==> src/rtl/sparc_mdu_pkg.sv <==
// Shared types and decode helpers for the SPARC multiply/divide unit.
package sparc_mdu_pkg;

  typedef enum logic [1:0] {
    OP_UMUL = 2'b00,
    OP_SMUL = 2'b01,
    OP_UDIV = 2'b10,
    OP_SDIV = 2'b11
  } mdu_op_e;

  typedef enum logic [1:0] {
    ST_IDLE,
    ST_CALC,
    ST_FIX,
    ST_DONE
  } mdu_state_e;

  localparam int unsigned ICC_N = 3;
  localparam int unsigned ICC_Z = 2;
  localparam int unsigned ICC_V = 1;
  localparam int unsigned ICC_C = 0;

  // op3 0x0A/0x0B/0x0E/0x0F (+0x10 for cc variants) -> unit operation.
  function automatic mdu_op_e mdu_decode_op3(input logic [5:0] op3);
    mdu_op_e op;
    case (op3[3:0])
      4'hA:    op = OP_UMUL;
      4'hB:    op = OP_SMUL;
      4'hE:    op = OP_UDIV;
      default: op = OP_SDIV;
    endcase
    return op;
  endfunction

  function automatic logic mdu_op3_setcc(input logic [5:0] op3);
    return op3[4];
  endfunction

endpackage

==> src/rtl/mdu_fixup.sv <==
// Sign restore, divide saturation and icc generation applied to the raw accumulator.
module mdu_fixup
  import sparc_mdu_pkg::*;
#(
  parameter int unsigned WIDTH = 32
) (
  input  mdu_op_e              op_i,
  input  logic                 sign_i,
  input  logic                 ovf_i,
  input  logic [2*WIDTH-1:0]   acc_i,
  output logic [WIDTH-1:0]     res_o,
  output logic [WIDTH-1:0]     y_o,
  output logic [3:0]           icc_o
);

  localparam logic [WIDTH-1:0] MIN_NEG = {1'b1, {(WIDTH-1){1'b0}}};
  localparam logic [WIDTH-1:0] MAX_POS = {1'b0, {(WIDTH-1){1'b1}}};

  logic [2*WIDTH-1:0] prod;
  logic [WIDTH-1:0]   quo;
  logic               v;

  always_comb begin
    res_o = '0;
    y_o   = '0;
    v     = 1'b0;
    prod  = sign_i ? -acc_i : acc_i;
    quo   = acc_i[WIDTH-1:0];
    case (op_i)
      OP_UMUL, OP_SMUL: begin
        res_o = prod[WIDTH-1:0];
        y_o   = prod[2*WIDTH-1:WIDTH];
      end
      OP_UDIV: begin
        if (ovf_i) begin
          res_o = '1;
          v     = 1'b1;
        end else begin
          res_o = quo;
        end
      end
      OP_SDIV: begin
        if (sign_i) begin
          if (ovf_i || (quo > MIN_NEG)) begin
            res_o = MIN_NEG;
            v     = 1'b1;
          end else begin
            res_o = -quo;
          end
        end else begin
          if (ovf_i || quo[WIDTH-1]) begin
            res_o = MAX_POS;
            v     = 1'b1;
          end else begin
            res_o = quo;
          end
        end
      end
    endcase
    icc_o        = '0;
    icc_o[ICC_N] = res_o[WIDTH-1];
    icc_o[ICC_Z] = (res_o == '0);
    icc_o[ICC_V] = v;
    icc_o[ICC_C] = 1'b0;
  end

endmodule

==> src/rtl/sparc_muldiv_unit.sv <==
// Iterative radix-2 SPARC UMUL/SMUL/UDIV/SDIV unit with Y and icc results.
module sparc_muldiv_unit
  import sparc_mdu_pkg::*;
#(
  parameter int unsigned WIDTH = 32,
  parameter int unsigned CNT_W = $clog2(WIDTH)
) (
  input  logic             MDU_clk_in,
  input  logic             MDU_reset_n_in,
  input  logic             MDU_valid_in,
  output logic             MDU_ready_out,
  input  logic [1:0]       MDU_op_in,
  input  logic             MDU_setcc_in,
  input  logic [WIDTH-1:0] MDU_valA_in,
  input  logic [WIDTH-1:0] MDU_valB_in,
  input  logic [WIDTH-1:0] MDU_y_in,
  input  logic             MDU_flush_in,
  output logic             MDU_valid_out,
  output logic [WIDTH-1:0] MDU_res_out,
  output logic [WIDTH-1:0] MDU_y_out,
  output logic             MDU_y_we_out,
  output logic [3:0]       MDU_icc_out,
  output logic             MDU_icc_we_out,
  output logic             MDU_div_zero_out
);

  mdu_state_e         state_q, state_d;
  mdu_op_e            op_q, op_d, op_in;
  logic               setcc_q, setcc_d;
  logic               sign_q, sign_d;
  logic               ovf_q, ovf_d;
  logic               dz_q, dz_d;
  logic [2*WIDTH-1:0] acc_q, acc_d;
  logic [WIDTH-1:0]   opb_q, opb_d;
  logic [CNT_W-1:0]   cnt_q, cnt_d;
  logic [WIDTH-1:0]   res_q, res_d;
  logic [WIDTH-1:0]   y_q, y_d;
  logic               y_we_q, y_we_d;
  logic [3:0]         icc_q, icc_d;

  logic               is_div, a_neg, b_neg, dvd_neg;
  logic [WIDTH-1:0]   a_mag, b_mag;
  logic [2*WIDTH-1:0] dvd_mag;
  logic [WIDTH:0]     mul_sum, div_t, div_sub;
  logic               div_ge;
  logic [WIDTH-1:0]   div_rem;
  logic [2*WIDTH-1:0] mul_next, div_next;
  logic [WIDTH-1:0]   fix_res, fix_y;
  logic [3:0]         fix_icc;

  mdu_fixup #(.WIDTH(WIDTH)) u_fixup (
    .op_i   (op_q),
    .sign_i (sign_q),
    .ovf_i  (ovf_q),
    .acc_i  (acc_q),
    .res_o  (fix_res),
    .y_o    (fix_y),
    .icc_o  (fix_icc)
  );

  // Operand magnitudes and the radix-2 step datapath.
  always_comb begin
    op_in   = mdu_op_e'(MDU_op_in);
    is_div  = MDU_op_in[1];
    a_neg   = (op_in == OP_SMUL) && MDU_valA_in[WIDTH-1];
    b_neg   = ((op_in == OP_SMUL) || (op_in == OP_SDIV)) && MDU_valB_in[WIDTH-1];
    dvd_neg = (op_in == OP_SDIV) && MDU_y_in[WIDTH-1];
    a_mag   = a_neg ? -MDU_valA_in : MDU_valA_in;
    b_mag   = b_neg ? -MDU_valB_in : MDU_valB_in;
    dvd_mag = dvd_neg ? -{MDU_y_in, MDU_valA_in} : {MDU_y_in, MDU_valA_in};

    // Shift-add: multiplier sits in the low half and is shifted out LSB first.
    mul_sum  = {1'b0, acc_q[2*WIDTH-1:WIDTH]} + (acc_q[0] ? {1'b0, opb_q} : '0);
    mul_next = {mul_sum, acc_q[WIDTH-1:1]};

    // Restoring step: partial remainder in the high half, quotient bits enter at the LSB.
    div_t    = acc_q[2*WIDTH-1:WIDTH-1];
    div_ge   = (div_t >= {1'b0, opb_q});
    div_sub  = div_t - {1'b0, opb_q};
    div_rem  = div_ge ? div_sub[WIDTH-1:0] : div_t[WIDTH-1:0];
    div_next = {div_rem, acc_q[WIDTH-2:0], div_ge};
  end

  always_comb begin
    state_d = state_q;
    op_d    = op_q;
    setcc_d = setcc_q;
    sign_d  = sign_q;
    ovf_d   = ovf_q;
    dz_d    = dz_q;
    acc_d   = acc_q;
    opb_d   = opb_q;
    cnt_d   = cnt_q;
    res_d   = res_q;
    y_d     = y_q;
    y_we_d  = y_we_q;
    icc_d   = icc_q;
    case (state_q)
      ST_IDLE: begin
        if (MDU_valid_in && !MDU_flush_in) begin
          op_d    = op_in;
          setcc_d = MDU_setcc_in;
          cnt_d   = '0;
          opb_d   = b_mag;
          if (is_div && (MDU_valB_in == '0)) begin
            state_d = ST_DONE;
            dz_d    = 1'b1;
            res_d   = '0;
            y_d     = '0;
            y_we_d  = 1'b0;
            icc_d   = '0;
          end else begin
            state_d = ST_CALC;
            dz_d    = 1'b0;
            if (is_div) begin
              acc_d  = dvd_mag;
              sign_d = dvd_neg ^ b_neg;
              ovf_d  = (dvd_mag[2*WIDTH-1:WIDTH] >= b_mag);
            end else begin
              acc_d  = {{WIDTH{1'b0}}, a_mag};
              sign_d = a_neg ^ b_neg;
              ovf_d  = 1'b0;
            end
          end
        end
      end
      ST_CALC: begin
        acc_d = op_q[1] ? div_next : mul_next;
        cnt_d = cnt_q + 1'b1;
        if (cnt_q == CNT_W'(WIDTH - 1)) begin
          state_d = ST_FIX;
        end
      end
      ST_FIX: begin
        state_d = ST_DONE;
        res_d   = fix_res;
        y_d     = fix_y;
        y_we_d  = !op_q[1];
        icc_d   = fix_icc;
      end
      ST_DONE: begin
        state_d = ST_IDLE;
      end
    endcase
    if (MDU_flush_in) begin
      state_d = ST_IDLE;
    end
  end

  always_ff @(posedge MDU_clk_in or negedge MDU_reset_n_in) begin
    if (!MDU_reset_n_in) begin
      state_q <= ST_IDLE;
      op_q    <= OP_UMUL;
      setcc_q <= 1'b0;
      sign_q  <= 1'b0;
      ovf_q   <= 1'b0;
      dz_q    <= 1'b0;
      acc_q   <= '0;
      opb_q   <= '0;
      cnt_q   <= '0;
      res_q   <= '0;
      y_q     <= '0;
      y_we_q  <= 1'b0;
      icc_q   <= '0;
    end else begin
      state_q <= state_d;
      op_q    <= op_d;
      setcc_q <= setcc_d;
      sign_q  <= sign_d;
      ovf_q   <= ovf_d;
      dz_q    <= dz_d;
      acc_q   <= acc_d;
      opb_q   <= opb_d;
      cnt_q   <= cnt_d;
      res_q   <= res_d;
      y_q     <= y_d;
      y_we_q  <= y_we_d;
      icc_q   <= icc_d;
    end
  end

  always_comb begin
    MDU_ready_out    = (state_q == ST_IDLE);
    MDU_valid_out    = (state_q == ST_DONE) && !MDU_flush_in;
    MDU_res_out      = res_q;
    MDU_y_out        = y_q;
    MDU_y_we_out     = y_we_q && MDU_valid_out;
    MDU_icc_out      = icc_q;
    MDU_icc_we_out   = setcc_q && MDU_valid_out && !dz_q;
    MDU_div_zero_out = dz_q && MDU_valid_out;
  end

endmodule

==> config.mk <==
export PLATFORM = sky130hd
export DESIGN_NAME = sparc_muldiv_unit
export DESIGN_NICKNAME = d
export VERILOG_FILES = /design/src/rtl/sparc_mdu_pkg.sv /design/src/rtl/mdu_fixup.sv /design/src/rtl/sparc_muldiv_unit.sv
export SDC_FILE = /design/constraint.sdc
export NUM_CORES = 1
export LEC_CHECK = 0
export BUFFER_PORTS_ARGS = -buffer_cell sky130_fd_sc_hd__buf_4
export CAP_MARGIN = 15
export CORE_MARGIN = 8
export CORE_UTILIZATION = 48
export CTS_BUF_LIST = sky130_fd_sc_hd__clkbuf_8 sky130_fd_sc_hd__clkbuf_16
export CTS_CLUSTER_DIAMETER = 30
export DETAILED_ROUTE_END_ITERATION = 12
export GPL_ROUTABILITY_DRIVEN = 0
export HOLD_SLACK_MARGIN = 0.05
export MAX_ROUTING_LAYER = met4
export PLACE_DENSITY_LB_ADDON = 0.25
export SYNTH_ARGS = -nofsm -noshare
export SYNTH_HDL_FRONTEND = slang
export SYNTH_SLANG_ARGS = --single-unit
export TNS_END_PERCENT = 50
==> constraint.sdc <==
create_clock -name MDU_clk_in -period 3.6 [get_ports MDU_clk_in]
set_input_delay 0.18 -clock MDU_clk_in [delete_from_list [all_inputs] [get_ports MDU_clk_in]]
set_output_delay 0.18 -clock MDU_clk_in [all_outputs]
set_load 0.1 [all_outputs]
* After elaboration in Yosys (flattened, before gate mapping) *
Cells that the tools add are included.

cells by class
  order comparisons = 3
  equal/unequal tests = 14
  $add $sub $neg = 8
  multiplexer cells = 42
  bitwise gates (word level) = 3
  reduce and logical (&&, ||, !) cells = 29

operators with widths
  cell                                                   number
  two-way mux 64 bit                                     6
  two-way mux 32 bit                                     11
  negator 64 bit                                         2
  case mux 32 bit (2 select lines)                       2
  case mux 64 bit (2 select lines)                       1
  negator 32 bit                                         3
  case mux 32 bit (3 select lines)                       1
  logical NOT 32 bit                                     2
  adder 32 x 32 -> 33 bit                                1
  greater-or-equal comparator 33 x 32 -> 1 bit           1
  greater-or-equal comparator 32 bit                     1
  greater-than comparator 32 bit, second input constant  1
  subtractor 32 bit                                      1
  == test 2 bit, second input constant                   5
  logical AND 1 bit                                      10
  case mux 5 bit (2 select lines)                        1
  two-way mux 1 bit                                      9
  AND reduction 3 bit                                    3
  two-way mux 2 bit                                      4
  two-way mux 4 bit                                      2
  case mux 2 bit (4 select lines)                        1
  case mux 4 bit (2 select lines)                        1
  == test 2 x 1 -> 1 bit, second input constant          3
  AND reduction 2 bit                                    3
  15 further kinds                                       24

word-level totals
  bits of input ports = 103
  word-level logic and storage cells = 112
  flip-flop bits (word level) = 178
  output and inout port bits = 73

* Depth between registers and ports, before layout *
  word-level depth = 7
  mapped depth = 18
  mapped depth without buffers = 18

* Hierarchy *
Synthesis repeated with hierarchy kept, for this count alone.

unflattened totals
  cell total of the unflattened synthesis = 2,311
  area, all modules = 17,379.2 sq um

modules (own cells, without submodules)
  module             instances  area an instance (sq um)  cells an instance  sequential area each (sq um)
  sparc_muldiv_unit  1          14,666.6                  1,841              4,454.3
  mdu_fixup          1          2,712.6                   470                0.0

* Worst setup path before layout *
No wires, ideal clock.

  path type = input-to-reg
  start point = in MDU_valA_in[20]
  end point = reg ovf_q
  stages on the path = 16
  required time = 3.467 ns
  data arrival time = 3.331 ns
  library setup time = 0.133 ns
  slack = 0.135 ns
  cell sequence = or4_1 -> nor4_1 -> and3b_2 -> nand2b_2 -> o41a_1 -> xor2_1 -> ha_1 -> a21o_1 -> a21o_1 -> a21o_1 -> a21oi_1 -> nor2b_1 -> o21ai_0 -> nand2b_1 -> a211oi_1 -> a31oi_1

on the way
  longest elaborated chain between the ends = 4

RTL lines
  element                             line                      RTL
  start: declaration                  sparc_muldiv_unit.sv:14   input logic [WIDTH-1:0] MDU_valA_in,
  negator 64 bit                      sparc_muldiv_unit.sv:70   dvd_mag = dvd_neg ? -{MDU_y_in, MDU_valA_in} : {MDU_y_in, MDU_valA_in};
  two-way mux 64 bit                  sparc_muldiv_unit.sv:70
  greater-or-equal comparator 32 bit  sparc_muldiv_unit.sv:118  ovf_d = (dvd_mag[2*WIDTH-1:WIDTH] >= b_mag);
  two-way mux 1 bit                   sparc_muldiv_unit.sv:115  if (is_div) begin
  end signal: assignment              sparc_muldiv_unit.sv:170  ovf_q <= ovf_d;
  end: declaration                    sparc_muldiv_unit.sv:31   logic ovf_q, ovf_d;

Every way passes these cells.
A chain may end at the register's enable or synchronous reset.

* Final worst setup path *
  start point = reg acc_q[0]
  end point = reg acc_q[54]

on the way
  longest elaborated chain between the ends = 4

RTL lines
  element                           line                      RTL
  start: declaration                sparc_muldiv_unit.sv:33   logic [2*WIDTH-1:0] acc_q, acc_d;
  start signal: assignment          sparc_muldiv_unit.sv:158  acc_q <= '0;
  start signal: assignment          sparc_muldiv_unit.sv:172  acc_q <= acc_d;
  two-way mux 32 bit                sparc_muldiv_unit.sv:73   mul_sum = {1'b0, acc_q[2*WIDTH-1:WIDTH]} + (acc_q[0] ? {1'b0, opb_q} : '0);
  adder 32 x 32 -> 33 bit           sparc_muldiv_unit.sv:73
  two-way mux 64 bit                sparc_muldiv_unit.sv:128  acc_d = op_q[1] ? div_next : mul_next;
  case mux 64 bit (2 select lines)  sparc_muldiv_unit.sv:98   case (state_q)

Every way passes these cells.

==> metrics.cfg <==
[setup_path]
reg2reg_from=acc_q[0]
timing.rr.end=acc_q[54]
cp-start-kind=flip-flop
ff2ff_setup_slack_ns=0.10
arrival_ns=3.83
cp_max_fo=31
rr_worst_depth=14
cp_data_required_time_ns=3.93
path_class=reg -> reg
end_kind=flip-flop

[clock_network]
cts_setup_buffers=0
cts.htree.levels=4
clock_sinks=176
clk_latency_ns=0.46
numCtsBuffers=17
cts_tree=done
clk_pin_slew_ns=0.08
clockRootBuffer=clkbuf_16
clockBufferDepth=2

[synthesis]
yosysWarnings=0
postSynthCellCount=2208
synth.avg_cell_area_um2=7.75
yosys_register_bits=176
syn_area_um2=17100
syn-num-nets=2418
synth_edf_count=0
synth_cell_type_count=98
synthFlopType=dfrtp_1
async_reset_ff_share_pct=100
synth-seq-area-share_pct=25.7

[floorplanning]
die_x_um=205
die_y_um=205
die-area_um2=41900
core_area_um2=35300
num_io_pins=176
start_util_pct=48.5
row_count=69

[hold_path]
hp-start=MDU_valB_in[0]
min_path_type=in -> reg
holdPathStages=3
whs_endpoint=opb_q[0]

[timing]
finalCritPeriodShare_pct=97.2
hold_viol=0
slew_headroom_pct=34.6
timing.setup.tns_ns=0
fmax_mhz=286
hold_slack_ns=0.0917
finalClockSkew_ns=0.0141
final-max-slew-violation-count=0
finalSetupViolCount=0
finalCriticalPeriod_ns=3.50
worst_pin_slew_ns=0.981
rsz0062_at_grt=no

[job]
cap_violations=0

[final_layout]
syn_to_final_growth_pct=19.1
final_common_cell=buf_4
stdcell_count=2903
finalNetCount=2638
drive_above_1_share_pct=17.0
final_area_um2=20400
nFillCells=3219
final_cell_mix=330 x buf_4, 241 x o21ai_0, 235 x nand2_1, 174 x dfrtp_1, 154 x nor2_1

[global_route]
grt_pass1_wl_um=96400
grt_pass1_vias=17385
grt_max_degree=101
grt_overflow=0
antenna_found_initial=1
grt_use_total_pct=29.4

[pwr]
fin_total_pwr_mw=22.6
power_density_nw_per_um2=1110
ir_drop_v=0.00143
cellLeakagePower_nw=9.09

[drt]
firstDrtPassIters=6
viasPerCell=6.37
routed_wl_um=61100
ant_nets=0
drc_errors=0
drtIter0Drc=2064
vias=18490
wl_per_cell_um=21.0

[place]
placed_area_um2=19700
dpl.hpwl_um=48500
port_buffers=174
placed_cells_incl_taps=2865

[status]
status=finished clean

==> metrics by stage <==
step	setup slack, ns	utilization [%]
2_1_floorplan	0.135	-
5_1_grt	0.00262	57.7
3_3_place_gp	-0.270	55.8
6_report	0.102	57.7
4_1_cts	0.116	57.6
3_5_place_dp	-0.199	55.8
==> metal layers <==
metal	track usage (%)	routed length [um]	vias to the layer above	part of all wire, %
met3	7.23	7010	122	11
li1	-	-	8587	-
met5	-	0	-	0
met2	42.1	25800	1091	42
met1	40.4	26800	8690	44
met4	8.87	1510	0	2.5
==> worst max path at each step <==
stage                      endpoint  slack, ns            start
after floorplan               ovf_q       0.14  MDU_valA_in[20]
after global placement        ovf_q      -0.27  MDU_valA_in[20]
after detailed placement      ovf_q      -0.20  MDU_valA_in[20]
after CTS                 acc_q[59]       0.12         acc_q[0]
after global routing      acc_q[54]      0.003         acc_q[0]
final                     acc_q[54]       0.10         acc_q[0]
==> kinds of logic after synthesis <==
kind of cell             share of synthesized area (%)
AND/OR/NAND/NOR                                   21.7
other                                           0.0219
adder cells (fa/ha/maj)                           7.91
AO/OA/AOI/OAI                                     28.5
XOR/XNOR                                          8.75
flip-flops                                        25.7
buffers and inverters                             4.88
multiplexers                                      2.46
==> Yosys cell counts (20+ instances only) <==
cell | number | area [um2]
a211oi_1 | 20 | 150
a21o_1 | 41 | 308
a21oi_1 | 142 | 711
a22o_1 | 43 | 377
a31oi_1 | 35 | 219
and2_1 | 20 | 125
and3_1 | 21 | 131
clkbuf_1 | 110 | 413
dfrtp_1 | 176 | 4400
ha_1 | 105 | 1310
inv_1 | 70 | 263
mux2i_1 | 41 | 410
nand2_1 | 235 | 882
nand2b_1 | 25 | 156
nand3_1 | 57 | 285
nor2_1 | 154 | 578
nor2b_1 | 20 | 125
nor3_1 | 56 | 280
nor4_1 | 22 | 138
o211ai_1 | 31 | 233
o21a_1 | 22 | 165
o21ai_0 | 241 | 1210
o31ai_1 | 38 | 285
or3_1 | 27 | 169
xnor2_1 | 110 | 963
xor2_1 | 61 | 534
==> area by class of cell <==
type                            count  area (um2)  share of cell area (%)
Inverter                           76         285                    1.40
Timing Repair Buffer              338        2590                    12.7
Antenna cell                        1        2.50                  0.0123
Clock inverter                     13         153                   0.749
Multi-Input combinational cell   1819       11900                    58.5
Sequential cell                   176        4410                    21.6
Tap cell                          461         577                    2.83
Clock buffer                       19         453                    2.22
==> sequential cells by signal, summed over array words and instances (netlist names) <==
| register | count |
|---|---|
| dz_q | 1 |
| y_we_q | 1 |
| cnt_q | 5 |
| ovf_q | 1 |
| op_q | 2 |
| MDU_icc_out | 3 |
| state_q | 2 |
| setcc_q | 1 |
| sign_q | 1 |
| MDU_y_out | 32 |
| acc_q | 64 |
| opb_q | 32 |
| MDU_res_out | 31 |
==> worst max-delay path: stages, from the launching register on <==
cell,delay (ns)
dfrtp_1,0.38
inv_1,0.12
buf_12,0.20
nor2_1,0.07
ha_1,0.34
a21o_1,0.21
o21bai_1,0.18
o2111a_1,0.29
o21ai_0,0.31
o31ai_1,0.14
buf_4,0.17
a21oi_1,0.29
xnor2_1,0.10
a221oi_1,0.42
o22ai_1,0.15
==> report_power, final <==
| group | switching (mW) | internal [mW] | leakage [nW] |
|---|---|---|---|
| combinational | 10.9 | 5.83 | 6.52 |
| sequential | 1.05 | 2.84 | 2.27 |
| clock | 0.899 | 1.08 | 0.298 |
==> what timing repair did <==
item	CTS	global route
resized for setup	0	6
hold buffers	4	0
endpoints found under the hold margin	101	0
endpoints found under the setup margin	0	3
Note: power is estimated with default switching activity, not from simulation.
